`src/rtl/rv_types.sv`:
```
// Shared types for the RV timer block.
// Contents:
//   ADR_*        register byte offsets within the 32-byte window
//   tmr_state_e  timer FSM state encoding
//   apply_be     merges write data into an old word, one byte lane per enable
package rv_types;

  localparam logic [4:0] ADR_CTRL   = 5'h00;
  localparam logic [4:0] ADR_COUNT  = 5'h04;
  localparam logic [4:0] ADR_RELOAD = 5'h08;
  localparam logic [4:0] ADR_STATUS = 5'h0C;
  localparam logic [4:0] ADR_PRESC  = 5'h10;

  typedef enum logic [1:0] {
    ST_STOP = 2'd0,
    ST_RUN  = 2'd1,
    ST_DONE = 2'd2
  } tmr_state_e;

  // Byte-lane merge: be[b] selects bits 8*b+7 : 8*b from new_v.
  function automatic logic [31:0] apply_be(input logic [31:0] old_v,
                                           input logic [31:0] new_v,
                                           input logic [3:0]  be);
    logic [31:0] res;
    res = old_v;
    for (int b = 0; b < 4; b++) begin
      if (be[b]) begin
        res[8*b +: 8] = new_v[8*b +: 8];
      end else begin
        res[8*b +: 8] = old_v[8*b +: 8];
      end
    end
    return res;
  endfunction

endpackage

```
`src/rtl/rv_tmr_presc.sv`:
```
// Prescaler for the RV timer: counts cycles while enabled and pulses tick
// when the counter matches the programmed prescale value.
// Ports:
//   clk, xreset  clock, asynchronous active-low reset
//   en_i         counter advances only while high (timer in RUN)
//   clr_i        restart the counter at 0 (prescale value being rewritten)
//   presc_i      prescale value; 0 gives a tick every enabled cycle
//   tick_o       one-cycle tick, combinational from the counter register
module rv_tmr_presc #(
  parameter int PRESC_W = 16
) (
  input  logic               clk,
  input  logic               xreset,
  input  logic               en_i,
  input  logic               clr_i,
  input  logic [PRESC_W-1:0] presc_i,
  output logic               tick_o
);

  logic [PRESC_W-1:0] cnt_q;
  logic               match_s;

  assign match_s = (cnt_q == presc_i);
  assign tick_o  = en_i & match_s;

  // Prescaler counter: wraps to 0 on a match, holds while disabled.
  always_ff @(posedge clk or negedge xreset) begin
    if (!xreset) begin
      cnt_q <= '0;
    end else if (clr_i) begin
      cnt_q <= '0;
    end else if (en_i) begin
      if (match_s) begin
        cnt_q <= '0;
      end else begin
        cnt_q <= cnt_q + PRESC_W'(1);
      end
    end else begin
      cnt_q <= cnt_q;
    end
  end

endmodule

```
`src/rtl/rv_tmr.sv`:
```
// RV memory-mapped down-counting timer with prescaler, auto-reload and
// a level interrupt.
// Ports:
//   clk, xreset   clock, asynchronous active-low reset
//   adr, cs, rdy  byte offset, window select, bus ready
//   we, re, dw    per-byte write enable, read enable, write data
//   dr            read data, registered, 0 when no read was accepted
//   irq           flag & irq_en
module rv_tmr
  import rv_types::*;
#(
  parameter int          PRESC_W    = 16,
  parameter logic [31:0] RST_RELOAD = 32'hffffffff
) (
  input  logic        clk,
  input  logic        xreset,
  input  logic [4:0]  adr,
  input  logic        cs,
  input  logic        rdy,
  input  logic [3:0]  we,
  input  logic        re,
  input  logic [31:0] dw,
  output logic [31:0] dr,
  output logic        irq
);

  tmr_state_e         state_q, state_d;
  logic [31:0]        count_q, count_d;
  logic               flag_q, flag_d;
  logic               irq_en_q, reload_en_q;
  logic [31:0]        reload_q;
  logic [PRESC_W-1:0] presc_q, presc_d;

  logic        wr_s, rd_s, tick_s, expire_s;
  logic        wr_ctrl_s, wr_count_s, wr_reload_s, wr_status_s, wr_presc_s;
  logic        run_wr1_s, run_wr0_s;
  logic [31:0] rdata_s, presc_ext_s;

  rv_tmr_presc #(.PRESC_W(PRESC_W)) u_presc (
    .clk     (clk),
    .xreset  (xreset),
    .en_i    (state_q == ST_RUN),
    .clr_i   (wr_presc_s),
    .presc_i (presc_q),
    .tick_o  (tick_s)
  );

  // Bus decode and FSM/count/flag next-state.
  always_comb begin
    wr_s        = cs & rdy & (we != 4'b0000);
    rd_s        = cs & rdy & re;
    wr_ctrl_s   = wr_s & (adr == ADR_CTRL);
    wr_count_s  = wr_s & (adr == ADR_COUNT);
    wr_reload_s = wr_s & (adr == ADR_RELOAD);
    wr_status_s = wr_s & (adr == ADR_STATUS);
    wr_presc_s  = wr_s & (adr == ADR_PRESC);
    run_wr1_s   = wr_ctrl_s & we[0] & dw[0];
    run_wr0_s   = wr_ctrl_s & we[0] & ~dw[0];
    expire_s    = (state_q == ST_RUN) & tick_s & (count_q == 32'd0);

    state_d = state_q;
    case (state_q)
      ST_STOP: begin
        if (run_wr1_s) state_d = ST_RUN;
        else           state_d = ST_STOP;
      end
      ST_RUN: begin
        if (run_wr0_s)                     state_d = ST_STOP;
        else if (expire_s && !reload_en_q) state_d = ST_DONE;
        else                               state_d = ST_RUN;
      end
      ST_DONE: begin
        if (run_wr1_s)      state_d = ST_RUN;
        else if (run_wr0_s) state_d = ST_STOP;
        else                state_d = ST_DONE;
      end
      default: state_d = ST_STOP;
    endcase

    // A software COUNT write beats both the restart load and the tick.
    count_d = count_q;
    if (wr_count_s) begin
      count_d = apply_be(count_q, dw, we);
    end else if ((state_q == ST_DONE) && run_wr1_s) begin
      count_d = reload_q;
    end else if ((state_q == ST_RUN) && tick_s) begin
      if (count_q == 32'd0) begin
        count_d = reload_en_q ? reload_q : 32'd0;
      end else begin
        count_d = count_q - 32'd1;
      end
    end else begin
      count_d = count_q;
    end

    // Expiry wins over a same-cycle software clear.
    if (expire_s) begin
      flag_d = 1'b1;
    end else if (wr_status_s && we[0] && dw[0]) begin
      flag_d = 1'b0;
    end else begin
      flag_d = flag_q;
    end
  end

  // PRESC byte-lane merge and read-data mux.
  always_comb begin
    presc_d = presc_q;
    for (int i = 0; i < PRESC_W; i++) begin
      if (we[i/8]) presc_d[i] = dw[i];
      else         presc_d[i] = presc_q[i];
    end
    presc_ext_s = 32'd0;
    presc_ext_s[PRESC_W-1:0] = presc_q;
    case (adr)
      ADR_CTRL:   rdata_s = {29'd0, reload_en_q, irq_en_q, (state_q == ST_RUN)};
      ADR_COUNT:  rdata_s = count_q;
      ADR_RELOAD: rdata_s = reload_q;
      ADR_STATUS: rdata_s = {31'd0, flag_q};
      ADR_PRESC:  rdata_s = presc_ext_s;
      default:    rdata_s = 32'd0;
    endcase
  end

  // Timer FSM, COUNT and STATUS flag.
  always_ff @(posedge clk or negedge xreset) begin
    if (!xreset) begin
      state_q <= ST_STOP;
      count_q <= 32'd0;
      flag_q  <= 1'b0;
    end else begin
      state_q <= state_d;
      count_q <= count_d;
      flag_q  <= flag_d;
    end
  end

  // Configuration registers and registered read data.
  always_ff @(posedge clk or negedge xreset) begin
    if (!xreset) begin
      irq_en_q    <= 1'b0;
      reload_en_q <= 1'b0;
      reload_q    <= RST_RELOAD;
      presc_q     <= '0;
      dr          <= 32'd0;
    end else begin
      if (wr_ctrl_s && we[0]) begin
        irq_en_q    <= dw[1];
        reload_en_q <= dw[2];
      end
      if (wr_reload_s) reload_q <= apply_be(reload_q, dw, we);
      if (wr_presc_s)  presc_q  <= presc_d;
      dr <= rd_s ? rdata_s : 32'd0;
    end
  end

  assign irq = flag_q & irq_en_q;

endmodule

```
`config.mk`:
```
export PLATFORM = sky130hd
export DESIGN_NAME = rv_tmr
export DESIGN_NICKNAME = d
export VERILOG_FILES = /design/src/rtl/rv_types.sv /design/src/rtl/rv_tmr_presc.sv /design/src/rtl/rv_tmr.sv
export SDC_FILE = /design/constraint.sdc
export NUM_CORES = 1
export LEC_CHECK = 0
export ABC_AREA = 1
export CORE_MARGIN = 2
export CORE_UTILIZATION = 45
export CTS_CLUSTER_SIZE = 16
export DETAILED_ROUTE_END_ITERATION = 10
export GPL_TIMING_DRIVEN = 0
export HOLD_SLACK_MARGIN = 0.03
export PLACE_DENSITY = 0.65
export SETUP_SLACK_MARGIN = 0.1
export SLEW_MARGIN = 10
export SYNTH_ARGS = -nofsm -noshare
export SYNTH_HDL_FRONTEND = slang
export SYNTH_SLANG_ARGS = --single-unit
```
`constraint.sdc`:
```
create_clock -name clk -period 4.5 [get_ports clk]
set_clock_uncertainty 0.05 [all_clocks]
set_input_delay 0.9 -clock clk [delete_from_list [all_inputs] [get_ports clk]]
set_output_delay 0.9 -clock clk [all_outputs]
set_load 0.02 [all_outputs]
```
[Yosys cells after proc, flatten, opt, wreduce, memory -nomap -nowiden]
Cells that the tools add are included.
Storage, ports and cells
  input bits: 46
  output and inout port bits: 33
  logic and storage cells: 91
  register bits: 133
Operators by class
  eq/ne operators: 11
  $add $sub $neg: 2
  mux-type cells: 22
  bitwise gates (word level): 16
  reduce and logical (&&, ||, !) cells: 24
Operators with widths (count)
  32-bit two-way mux: 6
  32-bit one-hot mux with 5 select lines: 1
  16-bit two-way mux: 3
  32-bit logical NOT: 1
  8-bit two-way mux: 4
  32-bit by 1-bit subtractor with 32-bit output, second input constant: 1
  2-bit AND reduction: 10
  16-bit by 1-bit adder with 16-bit output, second input constant: 1
  16-bit equality test: 1
  1-bit AND: 15
  5-bit by 4-bit equality test with 1-bit output, second input constant: 2
  2-bit two-way mux: 4
  2-bit inequality test, second input constant: 4
  1-bit logical AND: 6
  2-bit one-hot mux with 3 select lines: 1
  5-bit by 3-bit equality test with 1-bit output, second input constant: 1
  5-bit equality test, second input constant: 1
  5-bit logical NOT: 1
  2-bit nonzero test: 2
  4-bit nonzero test: 1
  1-bit two-way mux: 3
  3-bit nonzero test: 1
  2-bit by 1-bit equality test with 1-bit output, second input constant: 1
  2-bit equality test, second input constant: 1
  other kinds (3): 3

[Logic depth before layout (Yosys ltp)]
Gate-level depths: netlist (run 1).
  word-level depth: 8
  depth in mapped cells: 14
  mapped depth without buffers: 13

[Cells and area by module]
A second synthesis (run 1) with hierarchy kept.
Unflattened totals
  cell total of the unflattened synthesis: 1158
  area, all modules: 8007.7 µm²
Modules (own cells, without submodules)
  rv_tmr: area each 6745.2 µm², sequential area each 2967.8 µm², instances 1, cells each 945
  rv_tmr_presc: area each 1262.5 µm², sequential area each 400.4 µm², instances 1, cells each 213

[Least setup slack after synthesis (run 1)]
No wires, ideal clock.
  kind: input-to-reg
  from: in adr[1]
  to: reg reload_q[16]
  setup slack: 2.334 ns
  arrival: 2.034 ns
  cell stages on the path: 6
  required time: 4.368 ns
  path buffers: 0
  cell sequence: nor2_4 > nand3_2 > inv_2 > nand2_4 > nor2_4 > mux2_2
Between the ends
  longest elaborated chain between the ends: 3
RTL lines
  start, declared: line rv_tmr.sv:17  | input logic [4:0] adr,
  5-bit by 4-bit equality test with 1-bit output: line rv_tmr.sv:54  | wr_reload_s = wr_s & (adr == ADR_RELOAD);
  1-bit AND: line rv_tmr.sv:54
  2-bit AND reduction (no source line)
  end signal, assigned: line rv_tmr.sv:151  | if (wr_reload_s) reload_q <= apply_be(reload_q, dw, we);
  end, declared: line rv_tmr.sv:31  | logic [31:0] reload_q;
Every way passes these cells.
A chain may end at the register's enable or synchronous reset.

[Worst setup path after layout (run 1)]
  from: in adr[3]
  to: reg reload_q[18]
Same word-level chain as after synthesis.

==> summary.txt, run 1 <==
All-layer global routing usage - 27.0%
Crit. End Element - flop
Final Hold Fails - 0
CP bufs+invs - 3
Die W - 136 um
Inserted Diodes - 0
Final net count - 1252
Required time of the critical path - 4800 ps
Post-synthesis xor/xnor area fraction - 2.00%
Mean routed wirelength per cell - 16.6 um
Later-pin clock latency in the skew report - 430 ps
CTS root buffer - clkbuf_16
Ratio of total power to cell area - 488 nW/um^2
Initial Utilization - 45.7%
Global-route wire length before repair - 37700 um
Max Cap Viol - 0
Area of the die - 18600 um^2
Synth async-reset ratio - 100%
Hold WS - 422 ps
Fraction of layout cells with a size suffix above 1 - 11.5%
Period minus WS final - 2770 ps
Via/cell ratio - 5.18
Clock sinks - 133
Largest family of logic cells by synthesized area - simple AND/OR/NAND/NOR gates
Slew Limit Fails - 0
CP top delay family - buffers and inverters
Worst setup startpoint - adr[3]
Design Power - 0.00464 W
Remaining DRCs - 0
H-tree lvl count - 4
Post-Syn Instances - 1105
Yosys warns - 0
Port buffer count - 78
DR pass1 iterations - 5
Post-synthesis sequential area ratio - 42.7%
Max IR drop VDD - 313 uV
Multiplexer share of the synthesized area - 3.14%
DR vias - 7468
Relative slew slack - 51.6%
Post-synthesis simple-gate area fraction - 35.9%
Largest net degree at the start of global routing - 71
CTS resizes - 0
Final Wtd Congestion - 0.953
Worst setup SP type - primary input
CTS clk-pin slew, worst paths - 60 ps
Adder-cell share of the synthesized area - 0.476%
Final HPWL DP - 18000 um
Ports - 79
CTS Hold Bufs - 0
Compound-Gate Fraction of Synth Area - 7.52%
Iteration-0 DRC count of the detailed router - 590
# Post-CTS Setup Buffers - 0
Core area - 17200 um^2
Worst Tran Pin Value - 726 ps
Main synth FF type - dfrtp_1
RSZ-0062 raised after global routing - no
Worst flop-to-flop path startpoint - count_q[0]
Worst Hold Class - primary input to async pin
Critical path cell sequence - clkdlybuf4s50_1 -> inv_1 -> nor2_1 -> nand3_2 -> inv_2 -> nand2_4 -> nor2_4 -> mux2_2
Mean post-synth cell area - 7.13 um^2
Initial antenna violation count - 0
CP max stage delay - 540 ps
Status - finished clean
Seq cells post-synth - 133
Largest fanout on the critical path - 9
Total length of routed wires - 23900 um
Leak - 4.74 nW
Worst path slowest cell - clkdlybuf4s50_1
Vias in the first global route - 7070
CTS tree - done
Peak Freq - 361 MHz
Tcrit/Tclk final - 61.5%
Num CTS Buffers - 17
Chip height - 136 um
Data arrival, critical path - 3070 ps
Filler Cells Inserted - 1694
Unique masters post-synth - 41
Worst setup path class - primary input to flop
Area Growth Syn to Fin - 20.5%
Setup violators final - 0
Layout Utilization - 55.1%
Mapped cell area - 7880 um^2
Grt ovf - 0
Post-route ant nets - 0
Num rows - 48
Clock buffer depth - 2
Post-synth EDFFs - 0
Syn_nets - 1154
==> kinds of logic after synthesis <==
group           after synthesis
simple gates                671
buf+inv                     151
mux                          22
compound gates              107
fa+ha+maj                     3
xor+xnor                     18
flops                       133
==> sequential cells by signal, summed over array words and instances (netlist names), 2 cells and up <==
register and flops:
reload_q 32, count_q 32, presc_q 16, u_presc.cnt_q 16, dr 32, state_q 2
==> Yosys cell counts, types with 2 or more instances <==
cell type	number	area share, %
a21oi_1	33	2.1
a221oi_1	2	0.22
buf_2	14	0.89
buf_6	8	1.1
clkbuf_1	6	0.29
dfrtp_1	101	32
dfstp_2	32	11
ha_1	3	0.48
inv_1	116	5.5
inv_2	6	0.29
mux2_1	4	0.57
mux2_2	18	2.6
nand2_1	388	18
nand2_2	2	0.16
nand2_4	5	0.71
nand3_1	54	3.4
nand3_2	3	0.38
nand3b_1	2	0.19
nand4_1	14	1.1
nor2_1	168	8.0
nor2_2	13	1.0
nor2_4	5	0.71
nor3_1	12	0.76
o211ai_1	3	0.29
o21ai_0	45	2.9
o221ai_1	3	0.33
o22ai_1	15	1.2
xor2_1	17	1.9
==> per-stage QoR <==
stage	setup slack, ps	area, um^2	setup TNS [ps]	std cells
floorplan	2330	7880	0	1105
global placement	-2900	8950	-330190	1408
detailed placement	1330	8970	0	1409
CTS	1790	9500	0	1441
global route	1630	9500	0	1441
finish	1730	9500	0	1441
==> final cells by class <==
type	count	area [um^2]	share of cell area (%)
clock buffer	22	444	4.67
inverter	123	463	4.87
timing repair buffer	79	810	8.52
tap	225	282	2.96
sequential	133	3370	35.4
clock inverter	10	83.8	0.882
buffer	28	183	1.92
multi-input combinational	821	3870	40.7
==> layout by cell type, fill, tap and decap left out, types with 4 or more instances in the layout <==
master,Yosys,routed
inv_1,116,116
nand4_1,14,14
mux2_1,4,4
inv_2,6,6
nand2_4,5,5
clkdlybuf4s50_1,0,77
nor3_1,12,12
clkbuf_1,6,11
nor2_4,5,5
clkbuf_16,0,17
xor2_1,17,17
nand3_1,54,54
mux2_2,18,18
nor2_2,13,13
dfrtp_1,101,101
buf_2,14,14
o22ai_1,15,15
clkinv_2,1,7
nand2_1,388,388
o21ai_0,45,45
nor2_1,168,168
a21oi_1,33,33
dfstp_2,32,32
buf_6,8,9
==> worst paths after layout <==
check / to / slack [ps] / depth (start not counted)
setup / recovery: reload_q[18] / 1730 / 8
hold / removal: u_presc.cnt_q[15] / 420 / 1
setup reg to reg: count_q[26] / 2230 / 11
hold reg to reg: count_q[1] / 440 / 2
max in group asynchronous: reload_q[31] / 3180 / 2
min in group clk: count_q[1] / 440 / 2
==> where the power goes <==
part	switching, W	internal, W	total, W
clock network	0.000534	0.000753	0.00129
logic	0.00121	0.000591	0.00180
registers	0.000188	0.00136	0.00155
total	0.00193	0.00271	0.00464
==> worst register-to-register path, cell delays in order (launching register included) <==
cell	delay, ps
dfrtp_1	370
inv_1	150
ha_1	260
nand2_1	160
nor2_1	420
nand2_1	210
o21ai_0	200
nand2_1	70
nand2_1	90
nand3_1	80
nand2_1	70
nand2_1	40
==> layer usage <==
metal  up-vias  share of wire (%)  GRT usage, %
met5         -                  0             0
met4         0                1.7          8.91
met3        39                7.6          5.00
met2       289                 45          41.1
met1      3465                 46          38.7
li1       3675                  -             -
(Power assumes the default switching activity.)
==> run 2, diff against run 1 <==
Clock period 4.5 ns to 2.56 ns, I/O delays scaled along.
==> results of run 2 <==
The final DEF is identical to that of run 1. Status: finished clean.
Main changes from that run: setup slack after placement 1330 ps -> -225 ps; setup slack after layout 1730 ps -> 181 ps; hold slack 422 ps -> 34.4 ps; register-to-register setup slack 2230 ps -> 290 ps; total power 0.00464 W -> 0.00816 W; worst IR drop on VDD 313 uV -> 550 uV
==> run 3, diff against run 2 <==
Clock period 2.56 ns to 2.7 ns, I/O delays scaled along.
==> results of run 3 <==
The final DEF is identical to that of run 1. Status: finished clean.
Main changes from that run: setup slack after placement 1330 ps -> -113 ps; setup slack after layout 1730 ps -> 293 ps; hold slack 422 ps -> 62.4 ps; register-to-register setup slack 2230 ps -> 430 ps; total power 0.00464 W -> 0.00773 W; worst IR drop on VDD 313 uV -> 522 uV
